File: src/rtl/microwave_timer_if.sv
// Keypad, control and display bundle for the microwave countdown timer.
// The controller side drives the master view, the timer itself is the slave.
interface microwave_timer_if;
  logic       clearn;
  logic [3:0] digit;
  logic       digit_valid;
  logic       enable;
  logic [3:0] min_tens;
  logic [3:0] min_units;
  logic [3:0] sec_tens;
  logic [3:0] sec_units;
  logic       timer_done;

  modport master (
    output clearn, digit, digit_valid, enable,
    input  min_tens, min_units, sec_tens, sec_units, timer_done
  );

  modport slave (
    input  clearn, digit, digit_valid, enable,
    output min_tens, min_units, sec_tens, sec_units, timer_done
  );
endinterface

File: src/rtl/microwave_timer.sv
// BCD MM:SS countdown timer with keypad shift-in entry.
// Counting is gated by the magnetron enable; timer_done flags 00:00.
module microwave_timer #(
  parameter int TICKS_PER_SEC = 50000000
) (
  input  logic             clk,
  input  logic             reset,
  microwave_timer_if.slave bus
);
  localparam int PW =
    (TICKS_PER_SEC > 1) ? $clog2(TICKS_PER_SEC) : 1;
  localparam logic [PW-1:0] PMAX =
    PW'(TICKS_PER_SEC - 1);

  logic [3:0]    r_mt, r_mu, r_st, r_su;
  logic [PW-1:0] r_pre;
  logic          r_done;

  logic [3:0]    w_mt, w_mu, w_st, w_su;
  logic [PW-1:0] w_pre;
  logic          w_zero;
  logic          w_accept;
  logic          w_run;
  logic          w_done;

  assign w_zero = ({r_mt, r_mu, r_st, r_su} == 16'h0);

  assign w_accept = bus.digit_valid && !bus.enable &&
                    (bus.digit <= 4'd9);

  assign w_run = bus.enable && !w_zero;

  always_comb begin
    w_mt  = r_mt;
    w_mu  = r_mu;
    w_st  = r_st;
    w_su  = r_su;
    w_pre = r_pre;
    if (!bus.clearn) begin
      w_mt  = 4'd0;
      w_mu  = 4'd0;
      w_st  = 4'd0;
      w_su  = 4'd0;
      w_pre = '0;
    end else if (w_accept) begin
      w_mt  = r_mu;
      w_mu  = r_st;
      w_st  = r_su;
      w_su  = bus.digit;
      w_pre = '0;
    end else if (w_run) begin
      if (r_pre == PMAX) begin
        w_pre = '0;
        // Borrow chain; sec_tens may exceed 5 after entry
        if (r_su != 4'd0) begin
          w_su = r_su - 4'd1;
        end else if (r_st != 4'd0) begin
          w_st = r_st - 4'd1;
          w_su = 4'd9;
        end else if (r_mu != 4'd0) begin
          w_mu = r_mu - 4'd1;
          w_st = 4'd5;
          w_su = 4'd9;
        end else begin
          w_mt = r_mt - 4'd1;
          w_mu = 4'd9;
          w_st = 4'd5;
          w_su = 4'd9;
        end
      end else begin
        w_pre = r_pre + PW'(1);
      end
    end
  end

  assign w_done = ({w_mt, w_mu, w_st, w_su} == 16'h0);

  always_ff @(posedge clk or posedge reset) begin
    if (reset) begin
      r_mt   <= 4'd0;
      r_mu   <= 4'd0;
      r_st   <= 4'd0;
      r_su   <= 4'd0;
      r_pre  <= '0;
      r_done <= 1'b1;
    end else begin
      r_mt   <= w_mt;
      r_mu   <= w_mu;
      r_st   <= w_st;
      r_su   <= w_su;
      r_pre  <= w_pre;
      r_done <= w_done;
    end
  end

  assign bus.min_tens   = r_mt;
  assign bus.min_units  = r_mu;
  assign bus.sec_tens   = r_st;
  assign bus.sec_units  = r_su;
  assign bus.timer_done = r_done;
endmodule

File: src/flat_wrapper.sv
// flat-port wrapper written by rule: the top's interface ports become plain ports
module microwave_timer_flat 
#(
  parameter int TICKS_PER_SEC = 50000000
)
  (clk, reset, bus_clearn, bus_digit, bus_digit_valid, bus_enable, bus_min_tens, bus_min_units, bus_sec_tens, bus_sec_units, bus_timer_done);
  microwave_timer_if bus_i ();
  input  logic clk;
  input  logic reset;
  input wire logic [$bits(bus_i.clearn)-1:0] bus_clearn;
  input wire logic [$bits(bus_i.digit)-1:0] bus_digit;
  input wire logic [$bits(bus_i.digit_valid)-1:0] bus_digit_valid;
  input wire logic [$bits(bus_i.enable)-1:0] bus_enable;
  output wire logic [$bits(bus_i.min_tens)-1:0] bus_min_tens;
  output wire logic [$bits(bus_i.min_units)-1:0] bus_min_units;
  output wire logic [$bits(bus_i.sec_tens)-1:0] bus_sec_tens;
  output wire logic [$bits(bus_i.sec_units)-1:0] bus_sec_units;
  output wire logic [$bits(bus_i.timer_done)-1:0] bus_timer_done;
  assign bus_i.clearn = bus_clearn;
  assign bus_i.digit = bus_digit;
  assign bus_i.digit_valid = bus_digit_valid;
  assign bus_i.enable = bus_enable;
  assign bus_min_tens = bus_i.min_tens;
  assign bus_min_units = bus_i.min_units;
  assign bus_sec_tens = bus_i.sec_tens;
  assign bus_sec_units = bus_i.sec_units;
  assign bus_timer_done = bus_i.timer_done;
  microwave_timer #(.TICKS_PER_SEC(TICKS_PER_SEC)) u_core (.clk(clk), .reset(reset), .bus(bus_i));
endmodule
File: config.mk
export PLATFORM = sky130hd
export DESIGN_NAME = microwave_timer_flat
export DESIGN_NICKNAME = d
export VERILOG_FILES = /design/src/rtl/microwave_timer_if.sv /design/src/rtl/microwave_timer.sv /design/src/flat_wrapper.sv
export SDC_FILE = /design/constraint.sdc
export NUM_CORES = 1
export LEC_CHECK = 0
export ABC_AREA = 1
export BUFFER_PORTS_ARGS = -buffer_cell sky130_fd_sc_hd__buf_4
export CAP_MARGIN = 10
export CORE_AREA = 8 8 104 106
export CTS_CLUSTER_DIAMETER = 120
export CTS_CLUSTER_SIZE = 25
export DETAILED_ROUTE_END_ITERATION = 10
export DIE_AREA = 0 0 112 114
export PLACE_DENSITY_LB_ADDON = 0.2
export SLEW_MARGIN = 10
export SYNTH_ARGS = -nofsm -noshare
export SYNTH_HDL_FRONTEND = slang
export SYNTH_SLANG_ARGS = --single-unit
File: constraint.sdc
create_clock -name clk -period 2.5 [get_ports clk]
set_input_delay 0.25 -clock clk [delete_from_list [all_inputs] [get_ports clk]]
set_output_delay 0.25 -clock clk [all_outputs]
set_load 0.02 [all_outputs]
==> out/metrics.yaml, run 1 <==
yosysTopAreaCellShare: 0.339
diodes: 0
first_iter_violations: 165
synthToLayoutAreaGrowth_pct: 15.3
synth.distinct_cells: 36
grt_pass1_vias: 2944
drc: 0
grt_usage: 0.135
synth_cells: 477
vias: 3052
ir_worst_vdd_uv: 190
die_area_sq_um: 12800
status: "complete, no violations"
io_pins: 26
seq_area_frac_synth: 0.347
power.share.clock: 0.304
num_rows: 35
antenna_found_initial: 0
internal_power_mw: 1.08
port_buffers: 25
routed_wl_um: 8260
synth_ff_type: "dfrtp_1"
dpl.hpwl_um: 6350
fp.dieH_um: 114
hold_violations: 0
max_slew_margin: 0.368
cp-start-kind: "flop"
hold_path_class: "input port to asynchronous set/reset pin"
wl_met1_um: 3980
fmax_mhz: 436
syn_area_per_cell_sq_um: 6.51
worstMarginPinSlew_ns: 0.946
clock_sinks: 43
netlist_area_sq_um: 3100
ctsResizeCount: 0
final_util: 0.393
nets: 527
netlist.top_cell.by_area: "dfrtp_1"
finalClockSkew_ns: 0.0129
whs_ns: 0.160
required_ns: 2.72
numCtsBuffers: 5
comb_power_share: 0.240
grt_max_degree: 44
setup_viol: 0
grt_pass1_wl_um: 14100
ys_seq_elements: 43
async_flop_share: 1.00
endpoint_kind: "flop"
synthTopCellsByCount: "nand2_1 (119), inv_1 (97), nor2_1 (54), dfrtp_1 (42), nand3_1 (35)"
dp_slack_ns: 0.169
cts_tree: "yes"
drive_above_1_share: 0.129
final_cells: 624
p_sw_frac: 0.337
clock_latency_ns: 0.31
max_cap_viol_count: 0
synth_edf_count: 0
ys_warn_count: 0
worstSetupPathType: "flop to flop"
synth_nets: 492
routed_via_density: 4.89
period_share: 0.918
pwr-share-seq: 0.456
net-switching-power_uw: 551
ant_nets: 0
top_layer: "met4"
synth.most_common_cell: "nand2_1"
htree_levels: 2
finalMaxSlewViolations: 0
rsz0062_at_grt: "no"
path_max_fanout: 8
power_density_nw_per_um2: 456
setup-tns-final_ns: 0
initial_utilization: 0.341
chipWidth_um: 112
drt_pre_antenna_iters: 5
fin_ws_ns: 0.205
reg2reg_slack_ns: 0.21
wl_per_cell_um: 13.2
grt-ovfl-total: 0
cts_hold_buf: 0
ys_top_cells_by_area: "dfrtp_1 (34%), nand2_1 (14%), inv_1 (12%)"
r2r_cells: 11
clock_tree.buffer_depth: 2
finalCriticalPeriod_ns: 2.29
worstReg2RegStart: "u_core.bus.sec_units[0]$_DFF_PP0_"
wl_met3_um: 390
fill_cells: 994
clk_pin_slew_ns: 0.10
wl_met2_um: 3810
cts-root-buf: "clkbuf_8"
critPathArrivalTime_ns: 2.52
gp_congestion: 0.937
post_cts_buffers: 0
leakagePower_nw: 1.92
core_sq_um: 9110
dp.cells: 616
timing.rr.end: "u_core.r_pre[10]$_DFFE_PP0P_"
## placed cells by master, fill, tap and decap left out, types with 9 or more instances in the layout
cell type and instances:
a21oi_1 14, buf_4 36, dfrtp_1 42, inv_1 96, nand2_1 118, nand3_1 34, nand4_1 9, nor2_1 53
nor3_1 19, o21ai_0 33
## area by class of cell
class	count	area, sq um	area share
Tap cell	111	139	0.0388
Clock inverter	2	16.3	0.00455
Multi-Input combinational cell	328	1620	0.454
Clock buffer	6	82.6	0.0231
Timing Repair Buffer	36	270	0.0756
Sequential cell	43	1080	0.301
Inverter	98	368	0.103
## per-stage QoR
stage	power [mW]	area [sq um]
finish	1.63	3580
global route	1.74	3580
CTS	1.65	3560
detailed placement	1.15	3460
global placement	1.15	3460
floorplan	1.02	3100
## state kept, by name (all words and copies together), names as in the netlist
name,flops
u_core.r_pre,26
u_core.bus.min_tens,4
u_core.bus.min_units,4
u_core.bus.sec_tens,4
u_core.bus.sec_units,4
u_core.bus.timer_done,1
## metal layers
layer  vias to the layer above  track usage
met5                         -            0
li1                       1575            -
met4                         0       0.0324
met2                        71        0.223
met1                      1398        0.174
met3                         8       0.0328
## cell families after synthesis
| family | share of synthesized area |
|---|---|
| XOR/XNOR | 0.00565 |
| AO/OA/AOI/OAI | 0.121 |
| flip-flops | 0.347 |
| buffers and inverters | 0.134 |
| adder cells (fa/ha/maj) | 0.0242 |
| AND/OR/NAND/NOR | 0.367 |
## critical path, stage by stage (launching register included)
cell     delay (ns)
dfrtp_1        0.42
inv_1          0.09
ha_1           0.19
nand2_1        0.16
nor2_4         0.23
a21oi_4        0.12
nor2_2         0.24
buf_4          0.23
nor2_4         0.09
inv_2          0.15
o21ai_0        0.13
a22oi_1        0.17
## power groups by stage
stage	clock, mW	combinational, mW	sequential, mW
after floorplan	0	0.241	0.780
after global placement	0	0.390	0.757
after detailed placement	0	0.391	0.758
after CTS	0.514	0.393	0.745
after global routing	0.539	0.449	0.749
final	0.496	0.391	0.745
## worst max-delay path by stage
stage | from | endpoint | slack (ns) | cells after the start
final | u_core.bus.sec_units[0]$_DFF_PP0_ | u_core.r_pre[10]$_DFFE_PP0P_ | 0.21 | 11
after global routing | u_core.bus.sec_units[0]$_DFF_PP0_ | u_core.bus.timer_done$_DFF_PP1_ | 0.003 | 14
after CTS | u_core.bus.min_units[0]$_DFF_PP0_ | u_core.r_pre[18]$_DFFE_PP0P_ | 0.13 | 12
after detailed placement | u_core.bus.min_units[0]$_DFF_PP0_ | u_core.r_pre[18]$_DFFE_PP0P_ | 0.17 | 12
after global placement | u_core.bus.min_units[0]$_DFF_PP0_ | u_core.r_pre[18]$_DFFE_PP0P_ | 0.22 | 12
after floorplan | u_core.bus.sec_tens[0]$_DFF_PP0_ | u_core.r_pre[18]$_DFFE_PP0P_ | 0.49 | 13
Power figures use the tool's default switching activity.
==> run 2, diff against run 1 <==
--- a/config.mk
+++ b/config.mk
@@ -8,11 +8,11 @@
 export ABC_AREA = 1
 export BUFFER_PORTS_ARGS = -buffer_cell sky130_fd_sc_hd__buf_4
 export CAP_MARGIN = 10
-export CORE_AREA = 8 8 104 106
+export CORE_AREA = 2 2 98 100
 export CTS_CLUSTER_DIAMETER = 120
 export CTS_CLUSTER_SIZE = 25
 export DETAILED_ROUTE_END_ITERATION = 10
-export DIE_AREA = 0 0 112 114
+export DIE_AREA = 0 0 100 102
 export PLACE_DENSITY_LB_ADDON = 0.2
 export SLEW_MARGIN = 10
 export SYNTH_ARGS = -nofsm -noshare
==> run 2 against run 1 <==
  * Sequential cell count is the same
  * Largest power group unchanged
  * Clock-buffer cell count rose by 1
  * Design area shrank 0.70%
  * Routed wire length shrank 3.6%
  * Critical endpoint is now u_core.bus.timer_done$_DFF_PP1_
  * Setup slack worse by 0.021 ns
  * Critical path type unchanged
  * Critical path depth rose by 4
==> out/metrics.yaml, run 2 (synthesis results as in run 1) <==
r2r_cells: 15
clock_tree.buffer_depth: 2
final_cells: 624
diodes: 0
dp.cells: 614
grtUsageMet2: 0.290
final_cell_mix: "nand2_1 (119), inv_1 (96), nor2_1 (53)"
first_iter_violations: 95
leakagePower_nw: 1.91
clk_pin_slew_ns: 0.08
wl_per_cell_um: 12.8
dpl.hpwl_um: 6170
critPathArrivalTime_ns: 2.55
num_rows: 35
hold_violations: 0
routed_wl_um: 7960
worstMarginPinSlew_ns: 0.939
synthToLayoutAreaGrowth_pct: 14.5
max_slew_margin: 0.373
required_ns: 2.73
reg2reg_slack_ns: 0.18
worstReg2RegStart: "u_core.bus.sec_tens[0]$_DFF_PP0_"
drc: 0
initial_utilization: 0.341
setup_viol: 0
cts-root-buf: "clkbuf_8"
finalCriticalPeriod_ns: 2.32
routed_via_density: 4.88
crit_start: "u_core.bus.sec_tens[0]$_DFF_PP0_"
status: "complete, no violations"
timing.rr.end: "u_core.bus.timer_done$_DFF_PP1_"
regMostFlops: "u_core.r_pre"
regArea_sq_um: 1080
met1_usage: 0.226
hold_path_class: "input port to asynchronous set/reset pin"
comb_power_share: 0.244
grtUsageMet3: 0.0280
final_common_cell: "nand2_1"
finalClockSkew_ns: 0.00905
fill_cells: 993
ant_nets: 0
port_buffers: 25
grt-ovfl-total: 0
clock_sinks: 43
power_density_nw_per_um2: 440
htree_levels: 2
period_share: 0.926
fmax_mhz: 432
p_sw_frac: 0.328
grt_max_degree: 44
clock_latency_ns: 0.29
grt_pass1_wl_um: 13900
setup-tns-final_ns: 0
cp-start-kind: "flop"
path_max_fanout: 7
drt_pre_antenna_iters: 4
max_cap_viol_count: 0
numCtsBuffers: 5
cts_tree: "yes"
rsz0062_at_grt: "yes"
nets: 527
io_pins: 26
pwr-share-seq: 0.479
internal_power_mw: 1.05
ir_worst_vdd_uv: 199
grt_pass1_vias: 2907
core_sq_um: 9110
power.share.clock: 0.278
gp_congestion: 0.889
die_area_sq_um: 10200
grt-busiest-layer: "met2"
worstSetupPathType: "flop to flop"
total_power_mw: 1.56
drive_above_1_share: 0.123
finalMaxSlewViolations: 0
grt_usage: 0.169
fp.dieH_um: 102
net-switching-power_uw: 512
cts_hold_buf: 0
final_util: 0.390
endpoint_kind: "flop"
antenna_found_initial: 0
vias: 3047
largest_register_ffs: 26
multiInputGateArea_sq_um: 1620
chipWidth_um: 100
-- run 2: how the worst max path moves through the flow --
stage / end / depth (start not counted)
after floorplan: u_core.r_pre[18]$_DFFE_PP0P_ / 13
after global placement: u_core.r_pre[25]$_DFFE_PP0P_ / 12
after detailed placement: u_core.r_pre[25]$_DFFE_PP0P_ / 12
after CTS: u_core.r_pre[25]$_DFFE_PP0P_ / 12
after global routing: u_core.bus.timer_done$_DFF_PP1_ / 15
final: u_core.bus.timer_done$_DFF_PP1_ / 15
-- run 2: stage by stage --
step | area (sq um) | hold WS, ns | worst slack [ns]
global placement | 3450 | 0.508 | 0.286
detailed placement | 3450 | 0.512 | 0.201
floorplan | 3100 | 0.475 | 0.495
global route | 3550 | 0.275 | -0.0684
finish | 3550 | 0.174 | 0.184
CTS | 3530 | 0.223 | 0.165
-- run 2: metal layers --
layer / wire (um) / vias up / share of wire
met5: 0 / - / 0
met4: 66 / 0 / 0.0083
met3: 320 / 7 / 0.040
met2: 3710 / 61 / 0.47
met1: 3860 / 1402 / 0.49
li1: - / 1577 / -
-- run 2: power groups by stage --
stage	clock network (mW)	logic, mW	registers (mW)
6_report	0.435	0.381	0.749
5_1_grt	0.483	0.437	0.753
4_1_cts	0.457	0.379	0.749
3_5_place_dp	0	0.378	0.762
3_3_place_gp	0	0.377	0.763
2_1_floorplan	0	0.241	0.780
-- run 2: layout make-up --
class                           instances  share of cell area
Clock buffer                            7              0.0215
Tap cell                              111              0.0391
Inverter                               98               0.104
Timing Repair Buffer                   36              0.0761
Sequential cell                        43               0.303
Clock inverter                          1             0.00141
Multi-Input combinational cell        328               0.455
-- run 2: what timing repair did --
item	4_1_cts	5_1_grt
resized for setup	0	2
setup endpoints to repair	0	4
buffers inserted	0	2
-- run 2: critical path: stages (launching register included) --
cell and delay [ns]:
dfrtp_1 0.43, inv_1 0.11, ha_1 0.19, nand2_1 0.14, nor2_4 0.25, a21oi_4 0.11, buf_4 0.16, buf_4 0.15
nand2_2 0.08, xor2_1 0.15, nand2_1 0.06, nand2_1 0.07, nand2_1 0.05, nor2_1 0.10, nand2_1 0.10, nor2_1 0.10
